**src/rtl/ddr_refresh_ctrl.sv**
```systemverilog
// DDR refresh controller: counts owed refreshes from the 7.8 us tick and, once granted
// the command bus, issues PRECHARGE ALL followed by one or more AUTO REFRESH commands.
module ddr_refresh_ctrl #(
    parameter int trp_cyc       = 2,
    parameter int trfc_cyc      = 5,
    parameter int max_pending   = 8,
    parameter int urgent_thresh = 6
) (
    input  logic       clk,
    input  logic       reset,
    input  logic       pulse78,
    output logic       ref_req,
    input  logic       ref_gnt,
    output logic       ref_busy,
    output logic       ref_urgent,
    output logic       ref_cmd_valid,
    output logic [1:0] ref_cmd,
    output logic [3:0] pending,
    output logic       overflow
);

    localparam logic [1:0] CMD_NOP   = 2'b00;
    localparam logic [1:0] CMD_PREA  = 2'b01;
    localparam logic [1:0] CMD_AREF  = 2'b10;
    localparam logic [3:0] MAX_PEND  = 4'(max_pending);
    localparam logic [3:0] URG_LEVEL = 4'(urgent_thresh);
    localparam logic [7:0] TRP_LOAD  = 8'(trp_cyc - 1);
    localparam logic [7:0] TRFC_LOAD = 8'(trfc_cyc - 1);

    typedef enum logic [2:0] {
        IDLE,
        REQ,
        PRECH,
        WAIT_RP,
        AREF,
        WAIT_RFC
    } state_t;

    state_t     state;
    logic [7:0] wait_cnt;
    logic       aref_issue;
    logic [3:0] pending_next;
    logic       overflow_set;

    // The AUTO REFRESH command is on the bus during the AREF state, so that edge retires one.
    assign aref_issue = (state == AREF);

    always_comb begin
        pending_next = pending;
        overflow_set = 1'b0;
        if (pulse78 && !aref_issue) begin
            if (pending == MAX_PEND) begin
                overflow_set = 1'b1;
            end else begin
                pending_next = pending + 4'd1;
            end
        end else if (aref_issue && !pulse78 && (pending != 4'd0)) begin
            pending_next = pending - 4'd1;
        end
    end

    always_ff @(posedge clk) begin
        if (reset) begin
            pending    <= 4'd0;
            overflow   <= 1'b0;
            ref_urgent <= 1'b0;
        end else begin
            pending    <= pending_next;
            ref_urgent <= (pending_next >= URG_LEVEL);
            if (overflow_set) begin
                overflow <= 1'b1;
            end
        end
    end

    // Outputs are loaded together with the state they belong to, so they are valid
    // in the very cycle that state is occupied.
    always_ff @(posedge clk) begin
        if (reset) begin
            state         <= IDLE;
            wait_cnt      <= 8'd0;
            ref_req       <= 1'b0;
            ref_busy      <= 1'b0;
            ref_cmd_valid <= 1'b0;
            ref_cmd       <= CMD_NOP;
        end else begin
            ref_cmd_valid <= 1'b0;
            ref_cmd       <= CMD_NOP;
            case (state)
                IDLE: begin
                    if (pending != 4'd0) begin
                        state   <= REQ;
                        ref_req <= 1'b1;
                    end
                end
                REQ: begin
                    if (ref_gnt) begin
                        state         <= PRECH;
                        ref_req       <= 1'b0;
                        ref_busy      <= 1'b1;
                        ref_cmd_valid <= 1'b1;
                        ref_cmd       <= CMD_PREA;
                    end
                end
                PRECH: begin
                    state    <= WAIT_RP;
                    wait_cnt <= TRP_LOAD;
                end
                WAIT_RP: begin
                    if (wait_cnt == 8'd0) begin
                        state         <= AREF;
                        ref_cmd_valid <= 1'b1;
                        ref_cmd       <= CMD_AREF;
                    end else begin
                        wait_cnt <= wait_cnt - 8'd1;
                    end
                end
                AREF: begin
                    state    <= WAIT_RFC;
                    wait_cnt <= TRFC_LOAD;
                end
                WAIT_RFC: begin
                    // Banks are still precharged, so a deep backlog chains straight into another refresh.
                    if (wait_cnt == 8'd0) begin
                        if (pending >= URG_LEVEL) begin
                            state         <= AREF;
                            ref_cmd_valid <= 1'b1;
                            ref_cmd       <= CMD_AREF;
                        end else begin
                            state    <= IDLE;
                            ref_busy <= 1'b0;
                        end
                    end else begin
                        wait_cnt <= wait_cnt - 8'd1;
                    end
                end
                default: begin
                    state    <= IDLE;
                    ref_req  <= 1'b0;
                    ref_busy <= 1'b0;
                end
            endcase
        end
    end

endmodule
```
**config.mk**
```make
export PLATFORM = sky130hd
export DESIGN_NAME = ddr_refresh_ctrl
export DESIGN_NICKNAME = d
export VERILOG_FILES = /design/src/rtl/ddr_refresh_ctrl.sv
export SDC_FILE = /design/constraint.sdc
export NUM_CORES = 1
export LEC_CHECK = 0
export ABC_AREA = 1
export CAP_MARGIN = 20
export CORE_ASPECT_RATIO = 1.75
export CORE_MARGIN = 5
export CORE_UTILIZATION = 25
export DETAILED_ROUTE_END_ITERATION = 6
export HOLD_SLACK_MARGIN = 0.03
export REMOVE_ABC_BUFFERS = 1
export SLEW_MARGIN = 20
export SYNTH_ARGS = -nofsm -noshare
export SYNTH_HDL_FRONTEND = slang
export SYNTH_SLANG_ARGS = --single-unit
```
**constraint.sdc**
```tcl
create_clock -name clk -period 2.5 [get_ports clk]
set_input_delay 0.25 -clock clk [delete_from_list [all_inputs] [get_ports clk]]
set_output_delay 0.25 -clock clk [all_outputs]
set_load 0.005 [all_outputs]
```
After elaboration in Yosys (flattened, before gate mapping)
Index checks and enable logic that the tools add are counted.
{ "totals": {"ff_bits": 22, "in_bits": 4} }
{ "classes": {"n_addsub": 3, "n_lt_le_gt_ge": 2, "eq_ne": 12, "n_mux": 30, "bitwise_logic": 2, "n_reduce_logical": 16} }
{ "ops": {"columns": ["cell", "n"], "rows": [
  ["$pmux 8 s3", 1],
  ["$pmux 3 s6", 1],
  ["$mux 3", 5],
  ["$mux 1", 12],
  ["$mux 4", 3],
  ["$ne 2x2->1 const B", 6],
  ["$pmux 1 s3", 3],
  ["$ge 4x3->1 const B", 2],
  ["$logic_not 8->1", 1],
  ["$mux 8", 1],
  ["$reduce_and 4->1", 2],
  ["$reduce_or 4->1", 2],
  ["$sub 8x1->8 const B", 1],
  ["$eq 3x2->1 const B", 2],
  ["$eq 3x3->1 const B", 2],
  ["$mux 2", 3],
  ["$pmux 2 s3", 1],
  ["$add 4x1->4 const B", 1],
  ["$eq 4x4->1 const B", 1],
  ["$reduce_bool 4->1", 1],
  ["$sub 4x1->4 const B", 1],
  ["$eq 3x1->1 const B", 1],
  ["$logic_and 1x1->1", 3],
  ["$logic_not 3->1", 1],
  ["other kinds (6)", 8]
]} }

Depth between registers and ports, before layout
{ "depth": {"ltp_word": 6, "mapped_depth": 12, "depth_no_buf": 12} }

Worst setup path before layout
No wires, ideal clock.
{ "synth_timing": {"path_type": "register -> register", "start": "reg pending[0]", "end": "reg ref_urgent", "t_arrival_ps": 1259, "required_ps": 2388, "setup_slack_ps": 1128, "path_stages_with_launch": 13, "cell_sequence": "dfxtp_1 > inv_1 > ha_1 > inv_1 > nor2_1 > nand2_1 > nand3_1 > nand2_1 > nand2_1 > nand2_1 > nand2_1 > nand2_1 > nand2_1"} }
{ "synth_via": {"elab_chain_len": 5, "word_cells_on_any_way": 9, "classes_between": "add/sub (2); order compare (1); eq/ne (1); mux (3); reduce/logical (2)"} }
{ "synth_rtl": {"columns": ["element", "line_no", "text"], "rows": [
  ["start, declared", "18", "output logic [3:0] pending,"],
  ["start signal, assigned", "68", "pending <= pending_next;"],
  ["branches (longest 3 deep; another with $sub 4x1->4)", null, null],
  ["$mux 4 *", "51", "if (pulse78 && !aref_issue) begin"],
  ["$ge 4x3->1 *", "69", "ref_urgent <= (pending_next >= URG_LEVEL);"],
  ["end signal, assigned", "69", null],
  ["end, declared", "15", "output logic ref_urgent,"]
]} }
Every way passes the cells marked *.
A chain may end at the register's enable or synchronous reset.

Worst setup path in the final report
{ "layout_timing": {"start": "reg pending[2]", "end": "out pending[2]"} }
No word-level cell between the ends.

==> reports/metrics.yaml <==
run_status:
  outcome: "completed"
cts:
  clk_pin_slew_worst_paths_ns: 0.09
  clk_latency_ns: 0.27
  cts_tree: "done"
  clkSinkCount: 22
  cts_made_buffers: 3
  cts-resized-gates: 0
  hold_buffers: 0
  cts_setup_buffers: 0
  h-tree-depth: 1
  cts-root-buf: "clkbuf_8"
  max-clock-path-buffers: 2
finish:
  finalNetCount: 229
  area_growth_pct: 20.36
  n_antenna_cell: 0
  num-fill-cells: 640
  final_common_cell: "nand2_1"
  final_cell_mix: "nand2_1, inv_1, dfxtp_1"
  drive_gt1_share_pct: 14.61
timing:
  max_slew.worst_pin.slew_ns: 0.4443
  holdWs_ns: 0.4695
  setup-tns-final_ns: 0
  fmax_ghz: 0.6194
  clock_skew_ns: 0.006482
  hold_viol: 0
  min_period_ns: 1.614
  worst_slack_ns: 0.8856
  rsz0062_at_grt: "no"
  setup_viol: 0
  drv_slew: 0
  min_period_over_period_pct: 64.58
  maxSlewHeadroom_pct: 70.34
floorplanning:
  die_h_um: 108.4
  coreArea_sq_um: 5495
  die_area_sq_um: 7176
  die_w_um: 66.22
  ios: 15
  rows: 36
  start_util_pct: 25.16
hold_path:
  hold_path.class: "reg -> reg"
detailed_routing:
  post_drt_via_cell_ratio: 4.424
  firstDrtPassIters: 4
  drtAntennaViolNets: 0
  wl_um: 3242
  drc: 0
  drt_iter0_drc: 23
  routedWlPerCell_um: 10.99
  vias: 1305
global_route:
  grt_usage_pct: 10.11
  use_met2_pct: 19.19
  grt_max_degree: 18
  met3_usage_pct: 1.871
  busiest_layer: "met2"
  antenna_found_initial: 0
  met1_usage_pct: 9.282
  grt_pass1_wl_um: 5651
  grt_pass1_vias: 1338
  grt_overflow: 0
critical_path:
  slowest_stage: "clkdlybuf4s50_1"
  max_stage_delay_ns: 0.58
  path_max_fanout: 9
  path_cells: "clkdlybuf4s50_1"
  worstPathRequired_ns: 2.25
  critical_path.top_delay_family: "buffers and inverters"
  path_class: "reg -> out"
  arrival_ns: 1.36
  cp_num_buf_inv: 1
  cp-end-kind: "output port"
  startpoint_type: "flip-flop"
placed_design:
  portBuffers: 14
  hpwl_um: 2557
  pre_cts_ws_ns: 0.9209
  gp_congestion: 0.9500
pwr:
  p_leak_nw: 0.7531
  vdd_drop_max_mv: 0.3863
  power_density_nw_per_um2: 702.1
run:
  drv_cap: 0
synth:
  netlist_area_sq_um: 1383
  ys_ff_latch: 22
  synth_cell_types: 28
  syn_area_per_cell_sq_um: 6.744
  yosysWarnings: 0
  ys_seq_area_share_pct: 31.86
  netlist_instances: 205
==> cells in the mapped netlist <==
cell      count  share of area, %
a21oi_1      14               5.1
a21oi_2       1              0.63
a31oi_1       1              0.45
buf_2         2              0.72
buf_4         1              0.54
buf_6         1              0.81
clkbuf_1      1              0.27
clkinv_2      1              0.36
dfxtp_1      22                32
ha_1          5               4.5
inv_1        23               6.2
inv_2         5               1.4
inv_6         1              0.63
nand2_1      58                16
nand2_2       6               2.7
nand2_4       2               1.6
nand3_1      14               5.1
nand3_2       3               2.2
nand4_1       3               1.4
nor2_1       14               3.8
nor2_2        2              0.90
nor2_4        5               4.1
nor3_1        1              0.36
o21ai_0       7               2.5
o21ai_1       4               1.4
o22ai_1       1              0.45
or2_2         1              0.45
xor2_1        6               3.8
==> sequential cells by signal, summed over array words and instances, names as in the netlist <==
| signal | cells |
|---|---|
| wait_cnt | 8 |
| pending | 4 |
| state | 3 |
| ref_cmd | 2 |
| overflow | 1 |
| ref_busy | 1 |
| ref_cmd_valid | 1 |
| ref_req | 1 |
| ref_urgent | 1 |
==> final timing paths <==
path	endpoint	depth (start not counted)	startpoint	slack [ns]
worst min register to register	wait_cnt[1]	2	wait_cnt[1]	0.47
worst min-delay path	wait_cnt[1]	2	wait_cnt[1]	0.47
worst max register to register	ref_urgent	12	pending[0]	0.90
worst max-delay path	pending[2]	1	pending[2]	0.89
==> cells by family (layout without fill, tap and decap cells) <==
| kind of cell | after synthesis | in the layout | synth area share, % |
|---|---|---|---|
| AOI/OAI and AO/OA | 28 | 28 | 10.59 |
| xor gates and xnor gates | 6 | 6 | 3.801 |
| adders and majority gates | 5 | 5 | 4.525 |
| buffers and inverters | 35 | 49 | 10.95 |
| DFF | 22 | 22 | 31.86 |
| and+or+nand+nor | 109 | 109 | 38.28 |
==> metal layers <==
metal | part of all wire [%] | vias up
met2 | 55 | 21
met3 | 2.0 | 13
met5 | 0 | -
met4 | 4.5 | 0
met1 | 39 | 602
li1 | - | 669
==> area by class of cell <==
cell class	count	area [sq um]	area share (%)
Tap cell	76	95.09	5.714
Multi-Input combinational cell	148	790.8	47.52
Clock buffer	3	41.29	2.481
Clock inverter	1	30.03	1.805
Sequential cell	22	440.4	26.47
Inverter	30	118.9	7.143
Timing Repair Buffer	15	147.6	8.872
==> power by group <==
part	switching (mW)	leakage [nW]	internal (mW)
logic	0.235	0.539	0.159
clock network	0.125	0.0357	0.214
registers	0.0495	0.179	0.386
==> through the flow <==
step	power [mW]	util (%)	instance area (sq um)	instances
4_1_cts	1.180	30.28	1664	295
5_1_grt	1.252	30.28	1664	295
3_3_place_gp	0.8380	28.98	1593	291
6_report	1.168	30.28	1664	295
3_5_place_dp	0.8379	28.98	1593	291
2_1_floorplan	0.7260	-	1350	200
No activity file was read; power rests on OpenSTA's default activity.
==> variant: new RTL, same settings <==
Encoding of `state_t`: now one-hot (6 bits for 6 states).
--- a/src/rtl/ddr_refresh_ctrl.sv
+++ b/src/rtl/ddr_refresh_ctrl.sv
@@ -29,9 +29,9 @@
 
-    typedef enum logic [2:0] {
-        IDLE,
-        REQ,
-        PRECH,
-        WAIT_RP,
-        AREF,
-        WAIT_RFC
+    typedef enum logic [5:0] {
+        IDLE     = 6'b000001,
+        REQ      = 6'b000010,
+        PRECH    = 6'b000100,
+        WAIT_RP  = 6'b001000,
+        AREF     = 6'b010000,
+        WAIT_RFC = 6'b100000
     } state_t;
Behaviour: same outputs for any inputs over 10 cycles, from zero or initial values and one cycle with reset high; not proved beyond that.
==> variant against the unedited design <==
Wire length is 9.2% higher; synthesized area rose by 7.9%; sequential cell count up 3; synthesized cell count increased by 11%; setup slack lost 30 ps; design area is 6.5% higher; global-route usage rose by 0.076 points; final cell count grew 9.5%; largest cell class unchanged; total power is 24% lower; combinational power shrank 48%.
==> variant: results <==
[worst_hold_path]
whs_endpoint = "overflow$_SDFFE_PP0P_"
worst_hold_startpoint = "overflow$_SDFFE_PP0P_"
hold_depth = 2

[route]
drt-initial-drc-count = 33
routed_wl_microns = 3540
routed-wl-met3_microns = 33
final_antenna_net_count = 0
top_layer = "met4"
via_count = 1374
route.met2.wl_microns = 2180
wl_met1_microns = 1220

[sta]
slew_viol_final = 0
fin_skew_ps = 2.44
tightest_slew_ps = 341
holdWs_ps = 462

[global_route]
grt_pass1_wl_microns = 5900
grt_pass1_vias = 1325
grt.total_usage_pct = 10.2
antenna_found_initial = 0
grt_max_degree = 15

[worst_setup_path]
slowest_stage = "dfxtp_1"
rrSetupSlack_ps = 860
ff2ff_path_depth = 10
worstPathMaxFanout = 6
cp_slowest_stage_delay_ps = 430
cp.arrival_ps = 1810
crit_family = "simple AND/OR/NAND/NOR gates"

[placement]
place.gp.congestion = 0.770
place_hpwl_microns = 2910
port_buffers = 14

[cells_and_area]
drive_gt1_share_pct = 11.4
diodes = 0
top_regs = "wait_cnt x8, state x6, pending x4"
layout.filler_cells = 664
nets = 255

[synth]
synth_xor_area_share_pct = 2.94
ys_top_cells_by_area = "dfxtp_1 (34%), nand2_1 (14%), inv_1 (7.8%)"
synth_compound_area_share_pct = 8.64
synthAdderAreaFrac_pct = 4.19
ys_seq_area_share_pct = 33.6
ys_top_cells_by_count = "nand2_1 (55), inv_1 (31), nor2_1 (30)"
synth_flop_cell = "dfxtp_1"
muxShareOfSynthArea_pct = 0
synthArstFlopShare_pct = 0

[power]
p_leak_uw = 0.000841
vdd_ir_drop_max_mv = 0.229

[clock_tree]
cts_resized = 0

[outcome]
outcome = "finished, final reports clean"
variant: cell count changes after synthesis, sizes merged, moves of 2 or more:
| cell | change |
|---|---|
| nand4 | -2 |
| nand3 | +6 |
| o21ai | -2 |
| inv | +9 |
| nor2 | +17 |
| nand2 | -7 |
| dfxtp | +3 |
| xor2 | -2 |
| buf | -3 |
variant: area by class of cell:
cell class	count	share of cell area, %
clock buffers	4	2.54
inverters	39	8.26
multi-input cells	162	47.1
flip-flops and latches	25	28.2
well taps	78	5.50
repair buffers	15	8.33
variant: per-stage QoR:
step                      cell area (sq um)  setup slack [ps]  std cells
after detailed placement               1730               833        319
after global placement                 1730               854        319
after floorplan                        1480              1060        226
after global routing                   1770               669        323
after CTS                              1770               841        323
final                                  1770               855        323
variant: report_power, final:
part | total (uW) | internal (uW) | switching, uW
combinational | 206 | 87.5 | 118
clock | 238 | 114 | 124
sequential | 445 | 423 | 22.4
variant: how the worst max path moves through the flow:
stage | from | to | slack, ps | cells past startpoint
4_1_cts | pending[0]$_SDFF_PP0_ | ref_urgent$_SDFF_PP0_ | 840 | 10
3_3_place_gp | pending[0]$_SDFF_PP0_ | ref_urgent$_SDFF_PP0_ | 850 | 10
3_5_place_dp | reset | ref_cmd_valid$_SDFF_PP0_ | 830 | 5
6_report | pending[0]$_SDFF_PP0_ | ref_urgent$_SDFF_PP0_ | 860 | 10
2_1_floorplan | pending[0]$_SDFF_PP0_ | ref_urgent$_SDFF_PP0_ | 1060 | 10
5_1_grt | pending[1]$_SDFF_PP0_ | ref_urgent$_SDFF_PP0_ | 670 | 10
variant: per-layer routing:
layer,track usage [%],vias up
li1,-,738
met1,9.20,620
met2,20.2,10
met3,0.801,6
met4,5.84,0
met5,0,-
